==> src/rtl/mult_unit.sv <==
// Multicycle 32x32 -> 64 shift-add multiplier (MULT/MULTU) producing HI/LO.
// One partial-product add per cycle through a 32-bit CLA built from 4-bit slices.

module four_bit_cla_adder (
  input  logic [3:0] a,
  input  logic [3:0] b,
  input  logic       cin,
  output logic [3:0] sum,
  output logic       cout
);
  logic [3:0] g;
  logic [3:0] p;
  logic [3:0] c;

  always_comb begin
    g    = a & b;
    p    = a ^ b;
    c[0] = cin;
    c[1] = g[0] | (p[0] & cin);
    c[2] = g[1] | (p[1] & g[0]) | (p[1] & p[0] & cin);
    c[3] = g[2] | (p[2] & g[1]) | (p[2] & p[1] & g[0]) | (p[2] & p[1] & p[0] & cin);
    cout = g[3] | (p[3] & g[2]) | (p[3] & p[2] & g[1]) | (p[3] & p[2] & p[1] & g[0])
         | (p[3] & p[2] & p[1] & p[0] & cin);
    sum  = p ^ c;
  end
endmodule

module cla_adder_32 (
  input  logic [31:0] a,
  input  logic [31:0] b,
  output logic [31:0] sum,
  output logic        cout
);
  // Separate carry nets keep the slice chain free of self-referencing vectors.
  logic c1, c2, c3, c4, c5, c6, c7;

  four_bit_cla_adder u_s0 (.a(a[3:0]),   .b(b[3:0]),   .cin(1'b0), .sum(sum[3:0]),   .cout(c1));
  four_bit_cla_adder u_s1 (.a(a[7:4]),   .b(b[7:4]),   .cin(c1),   .sum(sum[7:4]),   .cout(c2));
  four_bit_cla_adder u_s2 (.a(a[11:8]),  .b(b[11:8]),  .cin(c2),   .sum(sum[11:8]),  .cout(c3));
  four_bit_cla_adder u_s3 (.a(a[15:12]), .b(b[15:12]), .cin(c3),   .sum(sum[15:12]), .cout(c4));
  four_bit_cla_adder u_s4 (.a(a[19:16]), .b(b[19:16]), .cin(c4),   .sum(sum[19:16]), .cout(c5));
  four_bit_cla_adder u_s5 (.a(a[23:20]), .b(b[23:20]), .cin(c5),   .sum(sum[23:20]), .cout(c6));
  four_bit_cla_adder u_s6 (.a(a[27:24]), .b(b[27:24]), .cin(c6),   .sum(sum[27:24]), .cout(c7));
  four_bit_cla_adder u_s7 (.a(a[31:28]), .b(b[31:28]), .cin(c7),   .sum(sum[31:28]), .cout(cout));
endmodule

// state | meaning
// IDLE  | waiting for start
// CALC  | 32 shift-add iterations, one partial product per cycle
// FIX   | apply sign to the magnitude product, register into hi/lo
// DONE  | done pulse; a new start here launches with no idle gap
module mult_unit (
  input  logic        clk,
  input  logic        rst_n,
  input  logic        start,
  input  logic        is_signed,
  input  logic [31:0] a,
  input  logic [31:0] b,
  output logic        busy,
  output logic        done,
  output logic [31:0] hi,
  output logic [31:0] lo
);
  typedef enum logic [1:0] {S_IDLE, S_CALC, S_FIX, S_DONE} state_t;

  state_t      state_q, state_d;
  logic [4:0]  cnt_q, cnt_d;
  logic [63:0] p_q, p_d;
  logic [31:0] ma_q, ma_d;
  logic        s_q, s_d;
  logic [31:0] hi_q, hi_d;
  logic [31:0] lo_q, lo_d;

  logic        accept;
  logic [31:0] add_b;
  logic [31:0] add_sum;
  logic        add_c;
  logic [63:0] prod_fix;

  // Gating the addend to zero is the 2:1 mux: a skipped add passes P[63:32] through.
  assign add_b = p_q[0] ? ma_q : 32'd0;

  cla_adder_32 u_cla (
    .a    (p_q[63:32]),
    .b    (add_b),
    .sum  (add_sum),
    .cout (add_c)
  );

  always_ff @(posedge clk or negedge rst_n) begin
    if (!rst_n) begin
      state_q <= S_IDLE;
      cnt_q   <= 5'd0;
      p_q     <= 64'd0;
      ma_q    <= 32'd0;
      s_q     <= 1'b0;
      hi_q    <= 32'd0;
      lo_q    <= 32'd0;
    end else begin
      state_q <= state_d;
      cnt_q   <= cnt_d;
      p_q     <= p_d;
      ma_q    <= ma_d;
      s_q     <= s_d;
      hi_q    <= hi_d;
      lo_q    <= lo_d;
    end
  end

  always_comb begin
    state_d  = state_q;
    cnt_d    = cnt_q;
    p_d      = p_q;
    ma_d     = ma_q;
    s_d      = s_q;
    hi_d     = hi_q;
    lo_d     = lo_q;
    accept   = start && ((state_q == S_IDLE) || (state_q == S_DONE));
    prod_fix = s_q ? (~p_q + 64'd1) : p_q;

    case (state_q)
      S_IDLE: begin
        state_d = S_IDLE;
      end
      S_CALC: begin
        p_d   = {add_c, add_sum, p_q[31:1]};
        cnt_d = cnt_q + 5'd1;
        if (cnt_q == 5'd31) state_d = S_FIX;
      end
      S_FIX: begin
        {hi_d, lo_d} = prod_fix;
        state_d      = S_DONE;
      end
      S_DONE: begin
        state_d = S_IDLE;
      end
      default: begin
        state_d = S_IDLE;
      end
    endcase

    // Negating 0x80000000 yields 0x80000000, which is the correct unsigned magnitude.
    if (accept) begin
      s_d     = is_signed & (a[31] ^ b[31]);
      ma_d    = (is_signed & a[31]) ? (~a + 32'd1) : a;
      p_d     = {32'd0, ((is_signed & b[31]) ? (~b + 32'd1) : b)};
      cnt_d   = 5'd0;
      state_d = S_CALC;
    end
  end

  assign busy = (state_q == S_CALC) || (state_q == S_FIX);
  assign done = (state_q == S_DONE);
  assign hi   = hi_q;
  assign lo   = lo_q;
endmodule
==> config.mk <==
export PLATFORM = sky130hd
export DESIGN_NAME = mult_unit
export DESIGN_NICKNAME = d
export VERILOG_FILES = /design/src/rtl/mult_unit.sv
export SDC_FILE = /design/constraint.sdc
export NUM_CORES = 1
export LEC_CHECK = 0
export ABC_AREA = 0
export CAP_MARGIN = 25
export CORE_ASPECT_RATIO = 2
export CORE_MARGIN = 1.5
export CORE_UTILIZATION = 57
export CTS_BUF_LIST = sky130_fd_sc_hd__clkbuf_16
export DETAILED_ROUTE_END_ITERATION = 8
export PLACE_DENSITY_LB_ADDON = 0.12
export SETUP_SLACK_MARGIN = 0.05
export SYNTH_ARGS = -nofsm -noshare
export SYNTH_HDL_FRONTEND = slang
export SYNTH_HIERARCHICAL = 1
export SYNTH_SLANG_ARGS = --single-unit
==> constraint.sdc <==
create_clock -name clk -period 6.5 [get_ports clk]
set_input_delay 0.975 -clock clk [delete_from_list [all_inputs] [get_ports clk]]
set_output_delay 0.975 -clock clk [all_outputs]
set_load 0.1 [all_outputs]
# [Yosys cells after proc, flatten, opt, wreduce, memory -nomap -nowiden]
# Index checks and enable logic that the tools add are counted.
[word_totals] regBits=168 in_bits=68 out_inout_bits=66
[op_classes] addsub=4 n_eq_ne=5 n_mux=11 bitwise_logic=228 n_reduce_logical=6
[ops] cell="64-bit two-way mux" count=3
[ops] cell="1-bit bitwise AND" count=124
[ops] cell="32-bit two-way mux" count=3
[ops] cell="1-bit bitwise OR" count=76
[ops] cell="32-bit by 1-bit adder with 32-bit output, second input constant" count=2
[ops] cell="64-bit by 1-bit adder with 64-bit output, second input constant" count=1
[ops] cell="32-bit NOT" count=2
[ops] cell="64-bit NOT" count=1
[ops] cell="4-bit XOR" count=16
[ops] cell="4-bit bitwise AND" count=8
[ops] cell="5-bit two-way mux" count=2
[ops] cell="2-bit one-hot mux with 3 select lines" count=1
[ops] cell="5-bit by 1-bit adder with 5-bit output, second input constant" count=1
[ops] cell="5-bit equality test, second input constant" count=1
[ops] cell="2-bit equality test, second input constant" count=2
[ops] cell="2-bit two-way mux" count=2
[ops] cell="3-bit != test, second input constant" count=1
[ops] cell="2-bit by 1-bit equality test with 1-bit output, second input constant" count=1
[ops] cell="2-bit logical NOT" count=1
[ops] cell="1-bit logical OR" count=2
[ops] cell="2-bit nonzero test" count=1
[ops] cell="2-bit OR reduction" count=1
[ops] cell="1-bit logical AND" count=1
[ops] cell="1-bit XOR" count=1

# [Logic depth before layout (Yosys ltp)]
[logic_depth] ltp_word=23 mapped_depth=30

# [By module]
# The synthesis kept the hierarchy.
[modules_own_cells] mod="mult_unit" n_inst=1 cells_each=1172 area_each_um2=10224.8
[modules_own_cells] mod="four_bit_cla_adder" n_inst=8 cells_each=17 area_each_um2=147.6
[modules_own_cells] mod="cla_adder_32" n_inst=1 cells_each=1 area_each_um2=3.8

# [Worst setup path after synthesis]
# Ideal clock, no wire load.
[synth_path] path_type="register to register" from="register p_q[0]" to="register p_q[63]" arrival_ns=5.817 t_required_ns=6.368 path_slack_ns=0.551 stages_incl_launch_ff=31 period_less_slack_ns=5.949 cell_sequence="dfrtp_1 > clkbuf_1 > clkbuf_1 > and2_1 > ha_1 > a21o_1 > a31o_1 > a21o_1 > a21o_1 > a31o_1 > a21o_1 > a21o_1 > a31o_1 > a21o_1 > a21o_1 > a31o_1 > a21o_1 > a21o_1 > a31o_1 > a21o_1 > a21o_1 > a31o_1 > a21o_1 > a21o_1 > a31o_1 > a21o_1 > a21o_1 > a31o_1 > a21o_1 > mux2i_1 > nor2_1"
[synth_between] elab_chain_cells=22 elab_cells_between_ends=104 classes_between="3 x mux; 101 x bitwise"
[synth_lines] item="start: declaration" line_no="68" rtl="logic [63:0] p_q, p_d;"
[synth_lines] item="start signal: assignment" line_no="102" rtl="p_q <= p_d;"
[synth_lines] item="32-bit two-way mux (*)" line_no="81" rtl="assign add_b = p_q[0] ? ma_q : 32'd0;"
[synth_lines] item="net add_b[2]" line_no="75" rtl="logic [31:0] add_b;"
[synth_lines] item="4-bit bitwise AND / 4-bit XOR (equally long branches)" line_no="16, 17"
[synth_lines] item="1-bit bitwise AND, on equally long branches"
[synth_lines] item="1-bit bitwise OR (tied with other cells)" line_no="22" rtl="cout = g[3] | (p[3] & g[2]) | (p[3] & p[2] & g[1]) | (p[3] & p[2] & p[1] & g[0])"
[synth_lines] item="1-bit bitwise OR / 1-bit bitwise AND (equally long branches)" line_no="22"
[synth_lines] item="1-bit bitwise OR (*)" line_no="22"
[synth_lines] item="net u_cla.c1" line_no="35" rtl="logic c1, c2, c3, c4, c5, c6, c7;"
[synth_lines] item="(+2 left out)"
[synth_lines] item="net u_cla.c2" line_no="35"
[synth_lines] item="(+2 left out)"
[synth_lines] item="net u_cla.c3" line_no="35"
[synth_lines] item="(+2 left out)"
[synth_lines] item="net u_cla.c4" line_no="35"
[synth_lines] item="(+2 left out)"
[synth_lines] item="net u_cla.c5" line_no="35"
[synth_lines] item="(+2 left out)"
[synth_lines] item="net u_cla.c6" line_no="35"
[synth_lines] item="1-bit bitwise AND (*)" line_no="23" rtl="| (p[3] & p[2] & p[1] & p[0] & cin);"
[synth_lines] item="1-bit bitwise OR (*)" line_no="23"
[synth_lines] item="net u_cla.c7" line_no="35"
[synth_lines] item="1-bit bitwise AND (*)" line_no="23"
[synth_lines] item="1-bit bitwise OR (*)" line_no="23"
[synth_lines] item="net add_c" line_no="77" rtl="logic add_c;"
[synth_lines] item="64-bit two-way mux (*)" line_no="121" rtl="case (state_q)"
[synth_lines] item="64-bit two-way mux (*)" line_no="143" rtl="if (accept) begin"
# The timed path passes the listed nets; every way through them passes the cells marked *. The select of a mux whose other input is x is not followed.
# A chain may end at the register's enable or synchronous reset.

# [Final worst setup path]
# Ends and elaborated chain as after synthesis.

==> results_dict.tcl <==
set metrics [dict create \
    drt_iter0_markers 505 \
    yosysTopAreaCell "dfrtp_1" \
    hold_ws_ns 0.475 \
    outcome "completed" \
    die-area_mm2 0.0209 \
    grt_pass1_vias 10123 \
    cts_buffers 17 \
    cpPeakStageDelay_ns 0.40 \
    fin_crit_ns 6.03 \
    grt_overflow 0 \
    min-delay-start "ma_q[5]$_DFFE_PN0P_" \
    setup_viol 0 \
    slowest_stage "dfrtp_1" \
    synth_area_mm2 0.0114 \
    ys_seq_elements 168 \
    via_per_inst 6.10 \
    fin_tns_setup_ns 0 \
    postCtsSetupBuffers 0 \
    power.leakage_nw 5.77 \
    dr.pass1.iters 5 \
    clkSinkCount 168 \
    period_share 0.928 \
    rr_worst_depth 28 \
    final_cell_mix "dfrtp_1, clkdlybuf4s50_1, nor2_1" \
    io_buffer_count 133 \
    clkPwrFrac 0.146 \
    fmax_ghz 0.166 \
    required_ns 6.79 \
    cts_tree "built" \
    ys.flop_type "dfrtp_1" \
    power.density_mw_per_mm2 561 \
    yosysWarningCount 6 \
    cp.arrival_ns 6.32 \
    track_usage 0.312 \
    p_seq_frac 0.264 \
    r2r_slack_ns 0.47 \
    cts-root-buf "clkbuf_16" \
    syn_inst 1309 \
    grt_start_max_net_pins 75 \
    worst_setup_path_start_kind "register" \
    cp-end-kind "register" \
    internal-power_mw 3.55 \
    slew_headroom 0.326 \
    mostFrequentLayoutCell "dfrtp_1" \
    hpwl_mm 22.7 \
    p_switching_mw 4.02 \
    syn_area_per_cell_um2 8.72 \
    path_class "reg2reg" \
    die_w_um 103 \
    clock_skew_ns 0.0113 \
    drive_gt1_frac 0.0429 \
    hold_viol_final 0 \
    fin_util 0.684 \
    synth.top_cell.area_share 0.368 \
    n_antenna_cell 0 \
    synth_edf_count 0 \
    antenna_left 0 \
    routed_wl_mm 31.4 \
    layout.nets 1504 \
    ioPinCount 134 \
    rsz0062_at_grt "no" \
    grt_antenna_before_repair 0 \
    start_util 0.578 \
    max_slew.worst_pin.slew_ns 1.01 \
    reg2reg_from "p_q[0]$_DFFE_PN0P_" \
    hold_depth 2 \
    die_h_um 203 \
    min_path_type "reg2reg" \
    ys_types 62 \
    maxCapViolCount 0 \
    yosysSeqAreaShare 0.368 \
    clk_pin_slew_ns 0.06 \
    drc 0 \
    peakVddDrop_uv 418 \
    grt_pass1_wl_mm 50.4 \
    critPathMaxFanout 4 \
    ys_top_cells_by_area "dfrtp_1, xnor2_1, mux2i_1, ha_1, xor2_1" \
    cts.path.max_buffers 2 \
    area_growth_pct 18.3 \
    cts-resized-gates 0 \
    vias 10127 \
    rows 73 \
    hold_path_end "ma_q[5]$_DFFE_PN0P_" \
    wl_per_cell_um 18.9 \
    drv_slew 0 \
    combPwrFrac 0.590 \
    gp_congestion 0.881 \
    worst_path_most_repeated_cell "a21o_1" \
    htree_num_levels 4 \
    coreArea_mm2 0.0197 \
    switching_share 0.531 \
    async_reset_ff_frac 1.00 \
    cts_hold_buf 0 \
    timing.rr.end "p_q[63]$_DFFE_PN0P_" \
    clk_latency_ns 0.43 \
]
sequential cells by signal, summed over array words and instances (netlist names):
| register | flops |
|---|---|
| ma_q | 32 |
| s_q | 1 |
| hi | 32 |
| lo | 32 |
| cnt_q | 5 |
| state_q | 2 |
| p_q | 64 |
cell usage after synthesis, drive strengths merged, types with 3 or more instances:
cell     count
fa           8
nor3        40
nand2b       3
nor4        25
clkbuf      73
mux2i       55
buf         17
inv         62
nand3       29
nor2b       28
or4         24
a221oi       5
nor2       125
xnor2       63
o21ai       60
a21o        26
a21boi       3
nand4       19
o41ai       14
o311ai       6
o2111ai      3
nand4b       4
a31o         8
nand2       78
xor2        59
o31ai       19
a31oi       31
a211oi      25
or3         20
a41oi        5
a21oi       90
and2        35
ha          42
dfrtp      168
or2          3
and4         4
and3        10
layout make-up:
cell class,instances,area [µm²]
Multi-Input combinational cell,989,6660
Fill cell,1682,6230
Sequential cell,168,4200
Timing Repair Buffer,147,1440
Clock buffer,17,425
Tap cell,262,328
Inverter,63,236
Clock inverter,14,206
metal layers:
metal	track usage	vias up	wire length, µm
met1	0.309	4881	10700
met3	0.0382	111	963
met2	0.588	300	17600
met5	0	-	0
li1	-	4835	-
met4	0.194	0	2090
worst max-delay path by stage:
stage | start | endpoint | slack [ns] | cells after the start
2_1_floorplan | p_q[0]$_DFFE_PN0P_ | p_q[63]$_DFFE_PN0P_ | 0.55 | 30
4_1_cts | p_q[0]$_DFFE_PN0P_ | p_q[63]$_DFFE_PN0P_ | 0.49 | 28
3_3_place_gp | p_q[0]$_DFFE_PN0P_ | p_q[63]$_DFFE_PN0P_ | 0.64 | 28
3_5_place_dp | p_q[0]$_DFFE_PN0P_ | p_q[63]$_DFFE_PN0P_ | 0.53 | 28
6_report | p_q[0]$_DFFE_PN0P_ | p_q[63]$_DFFE_PN0P_ | 0.47 | 28
5_1_grt | p_q[0]$_DFFE_PN0P_ | p_q[62]$_DFFE_PN0P_ | 0.24 | 28
power groups by stage:
| stage | Clock, mW | Sequential [mW] | Combinational [mW] |
|---|---|---|---|
| floorplan | 0 | 3.12 | 2.18 |
| global placement | 0 | 1.99 | 4.39 |
| detailed placement | 0 | 2.00 | 4.45 |
| CTS | 1.12 | 1.99 | 4.48 |
| global route | 1.16 | 2.04 | 4.80 |
| finish | 1.11 | 1.99 | 4.46 |
worst max-delay path: cells and delay by family, from the launching register on:
| kind | cells | cell delay, ns |
|---|---|---|
| AOI/OAI and AO/OA | 24 | 4.83 |
| and+or+nand+nor | 2 | 0.20 |
| muxes | 1 | 0.12 |
| adders and majority gates | 1 | 0.32 |
| DFF | 1 | 0.40 |
cell families (layout without fill, tap and decap cells):
kind of cell,Yosys count,after routing,synth area share
simple gates,453,453,0.206
compound gates,306,306,0.171
flops,168,168,0.368
buf+inv,153,241,0.0514
xor+xnor,122,122,0.0937
mux,56,56,0.0492
fa+ha+maj,50,50,0.0601
other cells,1,2,0.000329
metrics by stage:
step	total power [mW]	cells	cell area, µm²	setup WS, ns
CTS	7.58	1659	13500	0.486
detailed placement	6.45	1628	12900	0.527
global route	8.01	1660	13500	0.242
finish	7.57	1660	13500	0.469
floorplan	5.31	1310	11400	0.551
global placement	6.38	1628	12900	0.638
No activity file was read; power rests on OpenSTA's default activity.
